$ cat config.mk
export PLATFORM = sky130hd
export DESIGN_NAME = mult_accum_stage
export DESIGN_NICKNAME = d
export VERILOG_FILES = /design/src/rtl/mult_accum_stage.sv
export SDC_FILE = /design/constraint.sdc
export NUM_CORES = 1
export LEC_CHECK = 0
export BUFFER_PORTS_ARGS = -buffer_cell sky130_fd_sc_hd__buf_2
export CAP_MARGIN = 30
export CORE_UTILIZATION = 50
export CTS_CLUSTER_SIZE = 30
export DETAILED_ROUTE_END_ITERATION = 12
export MAX_ROUTING_LAYER = met4
export PLACE_DENSITY = 0.81
export REMOVE_ABC_BUFFERS = 1
export SYNTH_ARGS = -nofsm -noshare
export SYNTH_HDL_FRONTEND = slang
export SYNTH_SLANG_ARGS = --single-unit
$ cat constraint.sdc
create_clock -name clk -period 2.5 [get_ports clk]
set_clock_uncertainty 0.2 [all_clocks]
set_input_delay 0.25 -clock clk [delete_from_list [all_inputs] [get_ports clk]]
set_output_delay 0.25 -clock clk [all_outputs]
set_load 0.005 [all_outputs]
$ cat src/rtl/mult_accum_stage.sv
// rtl/mult_accum_stage.sv - accumulates multiplier products into per-group sums over valid/ready
module mult_accum_stage #(
    parameter int PW        = 8,
    parameter int AW        = 12,
    parameter int MAX_TERMS = 16,
    parameter int SATURATE  = 1,
    parameter int CW        = $clog2(MAX_TERMS + 1)
) (
    input  logic          clk,
    input  logic          rst,
    input  logic          in_valid,
    output logic          in_ready,
    input  logic [PW-1:0] in_p,
    input  logic          in_last,
    output logic          out_valid,
    input  logic          out_ready,
    output logic [AW-1:0] out_sum,
    output logic [CW-1:0] out_count,
    output logic          out_ovf
);

    typedef enum logic {
        ACC  = 1'b0,
        HOLD = 1'b1
    } state_t;

    state_t        state;
    state_t        state_nxt;
    logic [AW-1:0] acc;
    logic [CW-1:0] cnt;
    logic          ovf;

    logic          in_xfer;
    logic          grp_end;
    logic [AW:0]   nxt;
    logic [AW-1:0] acc_new;
    logic [CW-1:0] cnt_new;
    logic          ovf_new;

    // acc/cnt/ovf are already cleared while in HOLD, so a beat taken there
    // naturally becomes the first term of the next group.
    always_comb begin
        in_ready  = (state == ACC) || out_ready;
        out_valid = (state == HOLD);
        in_xfer   = in_valid && in_ready;
        nxt       = {1'b0, acc} + {{(AW + 1 - PW){1'b0}}, in_p};
        acc_new   = ((SATURATE != 0) && nxt[AW]) ? {AW{1'b1}} : nxt[AW-1:0];
        ovf_new   = ovf | nxt[AW];
        cnt_new   = cnt + CW'(1);
        grp_end   = in_last || (cnt_new == CW'(MAX_TERMS));
        state_nxt = state;
        if (in_xfer) begin
            state_nxt = grp_end ? HOLD : ACC;
        end else if ((state == HOLD) && out_ready) begin
            state_nxt = ACC;
        end
    end

    always_ff @(posedge clk) begin
        if (rst) begin
            state     <= ACC;
            acc       <= '0;
            cnt       <= '0;
            ovf       <= 1'b0;
            out_sum   <= '0;
            out_count <= '0;
            out_ovf   <= 1'b0;
        end else begin
            state <= state_nxt;
            if (in_xfer) begin
                if (grp_end) begin
                    out_sum   <= acc_new;
                    out_count <= cnt_new;
                    out_ovf   <= ovf_new;
                    acc       <= '0;
                    cnt       <= '0;
                    ovf       <= 1'b0;
                end else begin
                    acc <= acc_new;
                    cnt <= cnt_new;
                    ovf <= ovf_new;
                end
            end
        end
    end

endmodule

==> results.txt <==
Dpl ws: -0.002387 ns
Max H-tree Level: 2
Die H: 63.92 µm
Worst setup path category: reg2reg
Nets: 282
Setup violators final: 0
CTS tree: done
Max Cap Viol: 0
Fin cells: 307
Fin. Hold Viols: 0
# DRC: 0
DRT Pass-1 Iters: 4
Initial antenna violation count: 0
Power Density: 559.5 mW/mm²
Max-slew violations: 0
Total Routing Usage GR: 22.82%
Final WS setup: 0.1356 ns
Final design area excluding fillers: 0.002235 mm²
Number of clock sinks: 37
Via density per instance: 5.687
Status: completed
Multi-input gate area: 0.001091 mm²
Ys flop type: dfxtp_1
1st-iter DRT viols: 107
Post-synth EDFFs: 0
Register area: 740.7 µm²
Fin crit period: 2.364 ns
Post-synth top cells: dfxtp_1 (37), nor2_1 (31), a21oi_1 (21)
PortBufs: 32
Layout filler cell count: 325
Maximum VDD drop: 0.0002141 V
Fmax: 422.9 MHz
Total number of vias: 1746
CP cell instances: ha_1 > fa_2 > a211oi_2 > nor3_1 > o211ai_1 > o21ai_0 > a22oi_1 > nor2_1
Starting Density: 52.36%
YS warnings: 0
Area after DPL: 0.002132 mm²
Most frequent cell after synthesis: dfxtp_1
CTS Hold Bufs: 0
Unrepaired setup endpoints after global routing: no
Reg2Reg Setup Slack: 0.14 ns
Post-synthesis cell type count: 43
Post-route ant nets: 0
CTS root buffer: clkbuf_8
Num CTS Buffers: 5
HPWL after DPL: 2.982 mm
WP data arrival: 2.35 ns
Clk Latency, worst-skew pair: 0.28 ns
Fraction of registers with async set/reset: 0%
Crit path required time: 2.48 ns
Clk pin slew, worst setup/hold paths: 0.07 ns
CORE AREA: 0.003661 mm²
Mapped Cells: 224
I/O pin count: 33
Crit end category: flop
GRT overflow: 0
Worst Hold Class: in2reg
Avg Cell Area, Syn: 8.557 µm²
CP Max Fanout: 5
Largest stage delay on the critical path: 0.36 ns
Gpl congestion: 0.8213
Share of the synthesized area in the top cell type: 38.64%
Worst rel slew slack: 71.62%
DIE AREA: 0.004085 mm²
Area of the mapped netlist: 0.001917 mm²
Layout area overhead: 16.58%
Global-route wire length before repair: 7.162 mm
Synthesis-stage register bit count: 37
CP max-delay cell: fa_2
Startpoint Class: flop
Cell taking the most area after synthesis: dfxtp_1
WL/cell: 13.75 µm
CTS Buffer Depth: 2
Largest net degree at the start of global routing: 25
Pwr Total: 1.250 mW
Vias in the first global route: 1610
Static leakage: 0.9114 nW
Fin util: 61.04%
Buffers & Inverters on Critical Path: 0
Die W: 63.92 µm
Placed cells: 298
Seq/Total Area, Yosys: 38.64%
Final wirelength: 4.222 mm
# diodes: 0
Crit-path leading delay family: compound AO/OA/AOI/OAI gates
Synth area leaders: dfxtp_1 (39%), ha_1 (6.5%), nor2_1 (6.1%)
Worst Max-Slew Pin Slew: 0.4257 ns
Share of cells above drive strength 1: 24.32%
Floorplan row count: 22
Period utilization: 94.58%
## area by class of cell
cell class | count | share of cell area [%]
Multi-Input combinational cell | 172 | 48.82
Sequential cell | 37 | 33.15
Timing Repair Buffer | 42 | 11.65
Clock buffer | 6 | 3.247
Tap cell | 48 | 2.688
Clock inverter | 2 | 0.4479
## sequential cells by signal, summed over array words and instances (netlist names)
signal	flops
acc	12
cnt	5
out_count	5
out_ovf	1
out_sum	12
out_valid	1
ovf	1
## cells in the final DEF, fill, tap and decap left out, types with 4 or more instances in the layout
| master | instances |
|---|---|
| nand2_1 | 18 |
| nor3_1 | 13 |
| a21oi_1 | 21 |
| xnor2_1 | 7 |
| nand3_1 | 5 |
| a211oi_1 | 5 |
| ha_1 | 10 |
| a22oi_1 | 6 |
| o21ai_1 | 5 |
| a311oi_1 | 4 |
| o21ai_0 | 6 |
| a31oi_1 | 4 |
| clkbuf_8 | 5 |
| buf_4 | 8 |
| buf_2 | 32 |
| nor2_1 | 31 |
| dfxtp_1 | 37 |
| xor2_1 | 4 |
## per-layer routing
metal  up-vias  track usage (%)  wire, µm
li1        863                -         -
met5         -                -         0
met2        46            35.51      1950
met3         5            4.643       211
met1       832            29.41      2015
met4         0            7.670        45
## power by group
part / total, mW / internal [mW] / switching [mW]
Clock: 0.403 / 0.193 / 0.210
Sequential: 0.633 / 0.617 / 0.0155
Combinational: 0.215 / 0.0925 / 0.122
Total: 1.25 / 0.903 / 0.348
## cells by family (layout without fill, tap and decap cells)
family | after synthesis | in the layout | share of synthesized area [%]
DFF | 37 | 37 | 38.64
and+or+nand+nor | 86 | 86 | 21.87
muxes | 1 | 1 | 0.5222
adders and majority gates | 11 | 11 | 7.572
buffers and inverters | 15 | 50 | 5.091
AOI/OAI and AO/OA | 63 | 63 | 21.28
xor gates and xnor gates | 11 | 11 | 5.026
## final timing paths
check / from / to / cells past startpoint
max reg2reg: acc[0]$_SDFFE_PP0P_ / acc[4]$_SDFFE_PP0P_ / 8
max: acc[0]$_SDFFE_PP0P_ / acc[4]$_SDFFE_PP0P_ / 8
min reg2reg: out_sum[7]$_SDFFE_PP0P_ / out_sum[7]$_SDFFE_PP0P_ / 2
min: in_last / cnt[3]$_SDFFE_PP0P_ / 3
## timing repair
action	CTS	global route
setup buffers	0	1
resized for setup	0	4
setup endpoints to repair	0	20
## worst min-delay path: stages
cell and delay [ns]:
buf_2 0.11, or4_1 0.11, a21oi_1 0.05
## metrics by stage
stage,TNS [ns],hold slack (ns)
after floorplan,0,0.1191
after global placement,0,0.2428
after detailed placement,-0.002387,0.2476
after CTS,0,0.08629
after global routing,0,0.1152
final,0,0.08940
No activity file was read; power rests on OpenSTA's default activity.
